$ cat src/rtl/pixel_stream_processor_if.sv
// Pixel stream and register-bus bundle for pixel_stream_processor.
// The master side is the producer/consumer/configurator; the slave side is the processor.
interface pixel_stream_processor_if #(
    parameter int DATA_WIDTH = 8,
    parameter int OUT_WIDTH  = 32
);
    logic                  in_valid;
    logic [DATA_WIDTH-1:0] in_data;
    logic                  in_ready;
    logic                  out_valid;
    logic [OUT_WIDTH-1:0]  out_pixel;
    logic                  out_ready;
    logic                  frame_done;
    logic                  reg_write_en;
    logic [4:0]            reg_addr;
    logic [7:0]            reg_wdata;
    logic [7:0]            reg_rdata;

    modport master (
        output in_valid, in_data, out_ready, reg_write_en, reg_addr, reg_wdata,
        input  in_ready, out_valid, out_pixel, frame_done, reg_rdata
    );

    modport slave (
        input  in_valid, in_data, out_ready, reg_write_en, reg_addr, reg_wdata,
        output in_ready, out_valid, out_pixel, frame_done, reg_rdata
    );
endinterface

$ cat src/rtl/pixel_stream_processor.sv
// Streaming pixel processor: pass-through, invert, threshold and 3x3 convolution.
// Define PIXEL_PROC_SAT_EN to clamp convolution results to the pixel range.
module pixel_stream_processor #(
    parameter int DATA_WIDTH = 8,
    parameter int IMG_WIDTH  = 32,
    parameter int IMG_HEIGHT = 32,
    parameter int OUT_WIDTH  = 32
) (
    input  logic                     clk,
    input  logic                     rstn,
    pixel_stream_processor_if.slave  bus
);
    localparam int SUM_W = DATA_WIDTH + 12;
    localparam int COL_W = $clog2(IMG_WIDTH);
    localparam int ROW_W = $clog2(IMG_HEIGHT);
    localparam logic [DATA_WIDTH-1:0] PIX_MAX = '1;
    localparam logic [1:0] MODE_PASS = 2'd0;
    localparam logic [1:0] MODE_INV  = 2'd1;
    localparam logic [1:0] MODE_THR  = 2'd2;
    localparam logic [1:0] MODE_CONV = 2'd3;

    logic [COL_W-1:0]      r_col;
    logic [ROW_W-1:0]      r_row;
    logic [7:0]            r_frameCnt;
    logic [1:0]            r_shadowMode;
    logic [1:0]            r_activeMode;
    logic [7:0]            r_thr;
    logic [7:0]            r_kernel [0:8];
    logic                  r_outValid;
    logic [OUT_WIDTH-1:0]  r_outPixel;
    logic                  r_frameDone;
    logic [DATA_WIDTH-1:0] r_lb0 [0:IMG_WIDTH-1];
    logic [DATA_WIDTH-1:0] r_lb1 [0:IMG_WIDTH-1];
    logic [DATA_WIDTH-1:0] r_win [0:8];

    logic                  w_inReady;
    logic                  w_accept;
    logic                  w_colLast;
    logic                  w_rowLast;
    logic                  w_frameLast;
    logic                  w_produce;
    logic                  w_isKernel;
    logic [3:0]            w_kIdx;
    logic [DATA_WIDTH-1:0] w_nextWin [0:8];
    logic signed [SUM_W-1:0] w_sum;
    logic [OUT_WIDTH-1:0]  w_convWord;
    logic [OUT_WIDTH-1:0]  w_result;
    logic [7:0]            w_rdata;

    assign w_inReady   = !r_outValid || bus.out_ready;
    assign w_accept    = bus.in_valid && w_inReady;
    assign w_colLast   = (r_col == COL_W'(IMG_WIDTH - 1));
    assign w_rowLast   = (r_row == ROW_W'(IMG_HEIGHT - 1));
    assign w_frameLast = w_colLast && w_rowLast;
    assign w_isKernel  = (bus.reg_addr >= 5'h04) && (bus.reg_addr <= 5'h0C);
    assign w_kIdx      = 4'(bus.reg_addr - 5'h04);
    assign w_produce   = (r_activeMode != MODE_CONV) ||
                         ((r_row >= ROW_W'(2)) && (r_col >= COL_W'(2)));

    // Window as it will look after this accept's shift, so the result uses the current pixel.
    always_comb begin
        w_nextWin[0] = r_win[1];
        w_nextWin[1] = r_win[2];
        w_nextWin[2] = r_lb1[r_col];
        w_nextWin[3] = r_win[4];
        w_nextWin[4] = r_win[5];
        w_nextWin[5] = r_lb0[r_col];
        w_nextWin[6] = r_win[7];
        w_nextWin[7] = r_win[8];
        w_nextWin[8] = bus.in_data;
    end

    always_comb begin
        w_sum = '0;
        for (int i = 0; i < 9; i++) begin
            w_sum = w_sum + ($signed({{(SUM_W-DATA_WIDTH){1'b0}}, w_nextWin[i]}) *
                             $signed({{(SUM_W-8){r_kernel[i][7]}}, r_kernel[i]}));
        end
    end

`ifdef PIXEL_PROC_SAT_EN
    always_comb begin
        w_convWord = '0;
        if (w_sum[SUM_W-1])
            w_convWord = '0;
        else if (|w_sum[SUM_W-2:DATA_WIDTH])
            w_convWord = OUT_WIDTH'(PIX_MAX);
        else
            w_convWord = OUT_WIDTH'(w_sum[DATA_WIDTH-1:0]);
    end
`else
    assign w_convWord = OUT_WIDTH'(w_sum);
`endif

    always_comb begin
        w_result = '0;
        case (r_activeMode)
            MODE_PASS: w_result = OUT_WIDTH'(bus.in_data);
            MODE_INV:  w_result = OUT_WIDTH'(PIX_MAX - bus.in_data);
            MODE_THR:  w_result = (bus.in_data >= r_thr[DATA_WIDTH-1:0]) ? OUT_WIDTH'(PIX_MAX) : '0;
            default:   w_result = w_convWord;
        endcase
    end

    // Position counters, frame counter and frame-boundary mode switch.
    always_ff @(posedge clk or negedge rstn) begin
        if (!rstn) begin
            r_col        <= '0;
            r_row        <= '0;
            r_frameCnt   <= '0;
            r_activeMode <= MODE_PASS;
            r_frameDone  <= 1'b0;
        end else begin
            r_frameDone <= w_accept && w_frameLast;
            if (w_accept) begin
                if (w_colLast) begin
                    r_col <= '0;
                    r_row <= w_rowLast ? '0 : r_row + 1'b1;
                end else begin
                    r_col <= r_col + 1'b1;
                end
                if (w_frameLast) begin
                    r_frameCnt   <= r_frameCnt + 8'd1;
                    r_activeMode <= r_shadowMode;
                end
            end else if ((r_row == '0) && (r_col == '0)) begin
                r_activeMode <= r_shadowMode;
            end
        end
    end

    always_ff @(posedge clk or negedge rstn) begin
        if (!rstn) begin
            r_shadowMode <= MODE_PASS;
            r_thr        <= 8'h80;
            for (int i = 0; i < 9; i++) r_kernel[i] <= (i == 4) ? 8'd1 : 8'd0;
        end else if (bus.reg_write_en) begin
            if (bus.reg_addr == 5'h00)
                r_shadowMode <= bus.reg_wdata[1:0];
            else if (bus.reg_addr == 5'h01)
                r_thr <= bus.reg_wdata;
            else if (w_isKernel)
                r_kernel[w_kIdx] <= bus.reg_wdata;
        end
    end

    always_ff @(posedge clk or negedge rstn) begin
        if (!rstn) begin
            r_outValid <= 1'b0;
            r_outPixel <= '0;
        end else if (w_accept && w_produce) begin
            r_outValid <= 1'b1;
            r_outPixel <= w_result;
        end else if (bus.out_ready && r_outValid) begin
            r_outValid <= 1'b0;
        end
    end

    // Line buffers and window run in every mode so a switch to convolution starts primed.
    always_ff @(posedge clk) begin
        if (w_accept) begin
            r_lb1[r_col] <= r_lb0[r_col];
            r_lb0[r_col] <= bus.in_data;
            for (int i = 0; i < 9; i++) r_win[i] <= w_nextWin[i];
        end
    end

    always_comb begin
        w_rdata = 8'h00;
        if (bus.reg_addr == 5'h00)      w_rdata = {6'b0, r_shadowMode};
        else if (bus.reg_addr == 5'h01) w_rdata = r_thr;
        else if (w_isKernel)            w_rdata = r_kernel[w_kIdx];
        else if (bus.reg_addr == 5'h10) w_rdata = 8'hA6;
        else if (bus.reg_addr == 5'h11) w_rdata = r_frameCnt;
        else if (bus.reg_addr == 5'h12) w_rdata = {5'b0, r_activeMode, r_outValid};
    end

    assign bus.in_ready   = w_inReady;
    assign bus.out_valid  = r_outValid;
    assign bus.out_pixel  = r_outPixel;
    assign bus.frame_done = r_frameDone;
    assign bus.reg_rdata  = w_rdata;
endmodule

$ cat src/flat_wrapper.sv
// flat-port wrapper written by rule: the top's interface ports become plain ports
module pixel_stream_processor_flat 
#(
    parameter int DATA_WIDTH = 8,
    parameter int IMG_WIDTH  = 32,
    parameter int IMG_HEIGHT = 32,
    parameter int OUT_WIDTH  = 32
)
  (clk, rstn, bus_in_valid, bus_in_data, bus_out_ready, bus_reg_write_en, bus_reg_addr, bus_reg_wdata, bus_in_ready, bus_out_valid, bus_out_pixel, bus_frame_done, bus_reg_rdata);
  pixel_stream_processor_if #(.DATA_WIDTH(DATA_WIDTH), .OUT_WIDTH(OUT_WIDTH)) bus_i ();
  input  logic clk;
  input  logic rstn;
  input wire logic [$bits(bus_i.in_valid)-1:0] bus_in_valid;
  input wire logic [$bits(bus_i.in_data)-1:0] bus_in_data;
  input wire logic [$bits(bus_i.out_ready)-1:0] bus_out_ready;
  input wire logic [$bits(bus_i.reg_write_en)-1:0] bus_reg_write_en;
  input wire logic [$bits(bus_i.reg_addr)-1:0] bus_reg_addr;
  input wire logic [$bits(bus_i.reg_wdata)-1:0] bus_reg_wdata;
  output wire logic [$bits(bus_i.in_ready)-1:0] bus_in_ready;
  output wire logic [$bits(bus_i.out_valid)-1:0] bus_out_valid;
  output wire logic [$bits(bus_i.out_pixel)-1:0] bus_out_pixel;
  output wire logic [$bits(bus_i.frame_done)-1:0] bus_frame_done;
  output wire logic [$bits(bus_i.reg_rdata)-1:0] bus_reg_rdata;
  assign bus_i.in_valid = bus_in_valid;
  assign bus_i.in_data = bus_in_data;
  assign bus_i.out_ready = bus_out_ready;
  assign bus_i.reg_write_en = bus_reg_write_en;
  assign bus_i.reg_addr = bus_reg_addr;
  assign bus_i.reg_wdata = bus_reg_wdata;
  assign bus_in_ready = bus_i.in_ready;
  assign bus_out_valid = bus_i.out_valid;
  assign bus_out_pixel = bus_i.out_pixel;
  assign bus_frame_done = bus_i.frame_done;
  assign bus_reg_rdata = bus_i.reg_rdata;
  pixel_stream_processor #(.DATA_WIDTH(DATA_WIDTH), .IMG_WIDTH(IMG_WIDTH), .IMG_HEIGHT(IMG_HEIGHT), .OUT_WIDTH(OUT_WIDTH)) u_core (.clk(clk), .rstn(rstn), .bus(bus_i));
endmodule
$ cat config.mk
export PLATFORM = sky130hd
export DESIGN_NAME = pixel_stream_processor_flat
export DESIGN_NICKNAME = d
export VERILOG_FILES = /design/src/rtl/pixel_stream_processor_if.sv /design/src/rtl/pixel_stream_processor.sv /design/src/flat_wrapper.sv
export SDC_FILE = /design/constraint.sdc
export NUM_CORES = 2
export LEC_CHECK = 0
export CORE_ASPECT_RATIO = 1.4
export CORE_UTILIZATION = 45
export DETAILED_ROUTE_END_ITERATION = 8
export PLACE_DENSITY = 0.69
export SLEW_MARGIN = 20
export SYNTH_ARGS = -nofsm -noshare
export SYNTH_HDL_FRONTEND = slang
export SYNTH_SLANG_ARGS = --single-unit
export TNS_END_PERCENT = 30
$ cat constraint.sdc
create_clock -name clk -period 13.1 [get_ports clk]
set_input_delay 1.31 -clock clk [delete_from_list [all_inputs] [get_ports clk]]
set_output_delay 1.31 -clock clk [all_outputs]
set_load 0.01 [all_outputs]
After elaboration in Yosys (flattened, before gate mapping)
Memory sizes are Yosys's and may differ from the RTL's.
Cells that the tools add are included.
{ "word_totals": {"ff_bits": 136, "ramBits": 584, "inputBits": 26, "memories": 3} }
{ "mem_list": {"columns": ["name", "words", "word_bits", "read_ports", "rd_clocked_by_memory_dff", "write_ports", "line", "rtl"], "rows": [
  ["u_core.r_lb0", 32, 8, 1, 0, 1, "pixel_stream_processor.sv:32", "logic [DATA_WIDTH-1:0] r_lb0 [0:IMG_WIDTH-1];"],
  ["u_core.r_lb1", 32, 8, 1, 0, 1, "pixel_stream_processor.sv:33", "logic [DATA_WIDTH-1:0] r_lb1 [0:IMG_WIDTH-1];"],
  ["u_core.r_win", 9, 8, 6, 0, 9, "pixel_stream_processor.sv:34", "logic [DATA_WIDTH-1:0] r_win [0:8];"]
]} }
{ "classes": {"add_sub_neg": 13, "multipliers": 9, "magnitude_cmp": 7, "n_eq_ne": 10, "muxes": 23, "bitwise": 3, "n_reduce_logical": 24} }
{ "ops": {"columns": ["cell", "n"], "rows": [
  ["adder 20 bit", 8],
  ["multiplier 9 x 8 -> 17 bit", 9],
  ["one-hot mux 32 bit (3 select lines)", 1],
  ["bitwise mux 72 bit", 1],
  ["2-to-1 mux 8 bit", 9],
  ["binary-select mux 8 bit (select 4 bit)", 1],
  ["demux 8 bit (select 4 bit)", 1],
  ["equality test 5 bit (second input constant)", 5],
  ["zero test 5 bit", 3],
  ["adder 5 x 1 -> 5 bit (second input constant)", 2],
  [">= comparator 5 x 2 -> 1 bit (second input constant)", 2],
  ["2-to-1 mux 5 bit", 2],
  ["logical AND 1 bit", 9],
  ["subtractor 8 x 8 -> 9 bit (first input constant)", 1],
  ["adder 8 x 1 -> 8 bit (second input constant)", 1],
  [">= comparator 8 bit", 1],
  ["AND reduction 2 bit", 4],
  ["2-to-1 mux 2 bit", 3],
  ["equality test 5 x 1 -> 1 bit (second input constant)", 1],
  [">= comparator 5 x 3 -> 1 bit (second input constant)", 1],
  [">= comparator 5 bit (second input constant)", 1],
  ["less-or-equal comparator 5 x 4 -> 1 bit (second input constant)", 1],
  ["less-than comparator 5 x 1 -> 1 bit (second input constant)", 1],
  ["inverter 4 -> 5 bit", 1],
  ["other kinds (13)", 20]
]} }

Depth between registers and ports, before layout
An unclocked memory read counts as a cell.
{ "logic_depth": {"word_depth": 11, "ltp_mapped": 39} }

Worst setup path before layout
Ideal clock, no wire load.
{ "synth_timing": {"path_kind": "reg-to-reg", "startpoint": "register u_core.r_col[0]", "endpoint": "register u_core.r_outPixel[18] (netlist: u_core.bus.out_pixel[18])", "setup_ns": 0.122, "arrival_ns": 9.691, "t_required_ns": 12.978, "path_slack_ns": 3.287, "path_stages_with_launch": 36, "path_buffers": 3, "synth_period_minus_slack_ns": 9.813, "path_cell_list": "dfrtp_1 > clkbuf_1 > buf_2 > buf_2 > mux4_2 > a22oi_1 > nand4_1 > and2_1 > fa_1 > inv_1 > fa_1 > inv_1 > fa_1 > inv_1 > fa_1 > inv_1 > ha_1 > o21ai_0 > nor2_1 > o41ai_1 > o2111ai_1 > o31ai_1 > xnor2_1 > fa_1 > inv_1 > fa_1 > fa_1 > inv_1 > fa_1 > inv_1 > ha_1 > nor2b_1 > o21ai_0 > nand2b_1 > or3_1 > a32o_1"} }
{ "synth_rtl": {"columns": ["element", "line", "rtl"], "rows": [
  ["start, declared", "pixel_stream_processor.sv:22", "logic [COL_W-1:0] r_col;"],
  ["start signal, assigned", "pixel_stream_processor.sv:120", "r_col <= r_col + 1'b1;"],
  ["end signal, assigned", "pixel_stream_processor.sv:153", "r_outPixel <= w_result;"],
  ["end, declared", "pixel_stream_processor.sv:30", "logic [OUT_WIDTH-1:0] r_outPixel;"]
]} }

==> impl_metrics.tcl <==
set metrics [dict create \
    status "completed" \
    gp_congestion 0.9586 \
    wl_met1_um 50110 \
    nets 5108 \
    finalSetupViolations 0 \
    ctsLongestPathBuffers 3 \
    wl_per_cell_um 23.66 \
    drv_cap 0 \
    clk_latency_ns 0.63 \
    grt_pass1_wl_um 204400 \
    timing.final.crit_share_pct 86.62 \
    dieArea_um2 113700 \
    grt_pass1_vias 33330 \
    hpwl_um 101300 \
    cts_tree "yes" \
    yosys_warnings 0 \
    dr.pass1.iters 6 \
    final_antenna_net_count 0 \
    grt_max_degree 76 \
    hold_class "flip-flop to flip-flop" \
    ys_seq_area_share_pct 39.40 \
    crit_required_ns 13.61 \
    initial_utilization_pct 45.32 \
    cp.arrival_ns 11.86 \
    wl_met3_um 6949 \
    muxShareOfSynthArea_pct 8.187 \
    synth_fa_ha_area_share_pct 28.59 \
    cts_sinks 684 \
    via_per_inst 5.550 \
    worst_path_dominant_cell_family "adder cells" \
    rsz0062_at_grt "no" \
    cp_slowest_cell "dfrtp_4" \
    register_area_um2 19930 \
    worst_path_most_repeated_cell "fa_1" \
    grt.total_usage_pct 24.24 \
    top_layer "met5" \
    cts_made_buffers 72 \
    drv_slew 0 \
    vias 31770 \
    drt_iter0_markers 2464 \
    synth.avg_cell_area_um2 12.27 \
    async_flop_share_pct 18.13 \
    synthCells 4121 \
    die_height_um 398.6 \
    synth_compound_area_share_pct 5.463 \
    worstMarginPinSlew_ns 1.085 \
    synth_nets 5030 \
    dr_wl_met2_um 69180 \
    cts_hold_buffers 0 \
    area_growth_pct 9.390 \
    synth.distinct_cells 78 \
    synth_top_family_by_area "adder cells" \
    crit_path_end_kind "flip-flop" \
    path_class "flip-flop to flip-flop" \
    cts_resized 0 \
    fillers 9718 \
    multi_input_area_um2 27490 \
    totalWireLength_um 135400 \
    synthesis.area_um2 50570 \
    cp_num_buf_inv 6 \
    core_um2 111600 \
    drc 0 \
    synth_edf_count 560 \
    num_rows 145 \
    timing.fmax_mhz 88.12 \
    antenna_found_initial 3 \
    fp.dieW_um 285.3 \
    synth_xor_area_share_pct 2.200 \
    clock-root-buffer "clkbuf_16" \
    fin_crit_ns 11.35 \
    portBuffers 68 \
    ys_seq_elements 684 \
    clock_skew_ns 0.03374 \
    slowest_delay_ns 0.98 \
    yosys.area_share.simple_pct 9.890 \
    overflow 0 \
    crit_path_start_kind "flip-flop" \
    final-hold-violation-count 0 \
    fin_setup_tns_ns 0 \
    clk_pin_slew_ns 0.06 \
    critPathMaxFanout 42 \
    htree_levels 3 \
    worst_slew_margin_rel_pct 27.68 \
    post_cts_buffers 0 \
    num_io_pins 69 \
    yosys_most_used_dff "edfxtp_1" \
    drive_gt1_share_pct 10.26 \
]
-- area by class of cell --
| class | count | area share [%] |
|---|---|---|
| multi-input cells | 2612 | 49.70 |
| diodes | 3 | 0.01357 |
| repair buffers | 137 | 2.110 |
| inverters | 692 | 4.696 |
| well taps | 1470 | 3.325 |
| clock buffers | 100 | 3.560 |
| clock inverters | 26 | 0.5700 |
| flip-flops and latches | 684 | 36.03 |
-- stage by stage --
step | setup slack [ns] | instances | hold slack, ns | utilization, % | cell area [µm²]
2_1_floorplan | 3.287 | 4121 | 0.4398 | - | 50570
3_3_place_gp | 2.049 | 5595 | 0.4634 | 47.52 | 53020
3_5_place_dp | 1.929 | 5595 | 0.4614 | 47.52 | 53020
4_1_cts | 1.921 | 5721 | 0.4735 | 49.57 | 55310
5_1_grt | 1.237 | 5722 | 0.5136 | 49.57 | 55310
6_report | 1.752 | 5724 | 0.4734 | 49.58 | 55320
-- Yosys cell counts, drive strengths merged (7+ instances only) --
cell type	instances	share of area, %
and2	317	3.9
edfxtp	560	33
and3	17	0.21
or2	7	0.087
o211ai	8	0.12
clkbuf	91	0.68
or3	7	0.087
o21ai	78	0.77
buf	42	0.46
nand3	32	0.34
a21o	28	0.42
xnor2	64	1.1
nor2b	11	0.14
a22oi	73	1.1
a211o	8	0.14
nand2	281	2.1
o21ba	7	0.14
nand4	20	0.25
xor2	63	1.1
nand2b	63	0.78
o22a	7	0.12
a21oi	72	0.72
mux2	77	1.7
nor3	34	0.37
o31ai	15	0.22
mux4	144	6.4
fa	454	18
ha	429	11
dfrtp	122	6.0
o21a	24	0.36
nor2	169	1.3
inv	689	5.1
o41ai	13	0.23
a211oi	18	0.27
-- routing by layer --
layer  global-route usage [%]  vias to the layer above
met5                        0                        -
met4                    14.54                        4
met3                    2.943                      276
met2                    42.68                     1026
met1                    28.30                    16340
li1                         -                    14120
-- cells by family after synthesis --
family	count (synthesis)
AOI/OAI and AO/OA	399
xor gates and xnor gates	127
adders and majority gates	883
buffers and inverters	825
DFF	684
muxes	224
and+or+nand+nor	979
-- flip-flops by register name (all words and copies together) (netlist names) --
name,flops
u_core.r_shadowMode,2
u_core.r_frameCnt,8
u_core.r_lb1,256
u_core.r_win,48
u_core.bus.out_valid,1
u_core.r_thr,8
u_core.r_activeMode,2
u_core.bus.frame_done,1
u_core.r_row,5
u_core.bus.out_pixel,20
u_core.r_lb0,256
u_core.r_kernel,72
u_core.r_col,5
-- path summary, 6_finish.rpt --
check	start	endpoint	slack (ns)	cells after the start
setup / recovery	u_core.r_col[0]	u_core.bus.out_pixel[18]	1.75	31
hold reg to reg	u_core.r_frameCnt[7]	u_core.r_frameCnt[7]	0.47	1
hold / removal	u_core.r_frameCnt[7]	u_core.r_frameCnt[7]	0.47	1
setup reg to reg	u_core.r_col[0]	u_core.bus.out_pixel[18]	1.75	31
min in group asynchronous	rstn	u_core.bus.out_pixel[12]	0.73	1
max in group asynchronous	rstn	u_core.r_kernel[59]	11.08	2
-- worst register-to-register path: cells and delay by family, from the launching register on --
kind / cells / cell delay [ns]
simple gates: 6 / 1.71
fa+ha+maj: 10 / 4.69
buf+inv: 6 / 0.78
flops: 1 / 0.98
mux: 1 / 0.54
compound gates: 7 / 2.34
xor+xnor: 1 / 0.21
-- layout by cell type, fill, tap and decap left out, drive strengths merged, types with 11 or more instances in the layout --
cell type	netlist	layout
inv	689	694
edfxtp	560	560
fa	454	454
ha	429	429
and2	317	317
nand2	281	281
nor2	169	169
mux4	144	144
dfrtp	122	122
clkbuf	91	100
buf	42	79
o21ai	78	78
mux2	77	77
a22oi	73	73
a21oi	72	72
xnor2	64	64
nand2b	63	63
xor2	63	63
clkdlybuf4s50	0	58
nor3	34	34
nand3	32	32
a21o	28	28
o21a	24	24
nand4	20	20
a211oi	18	18
clkinv	3	18
and3	17	17
o31ai	15	15
o41ai	13	13
nor2b	11	11
Power is not shown: default switching activity piles up to over one toggle a cycle in this logic, so the estimate is an artifact.
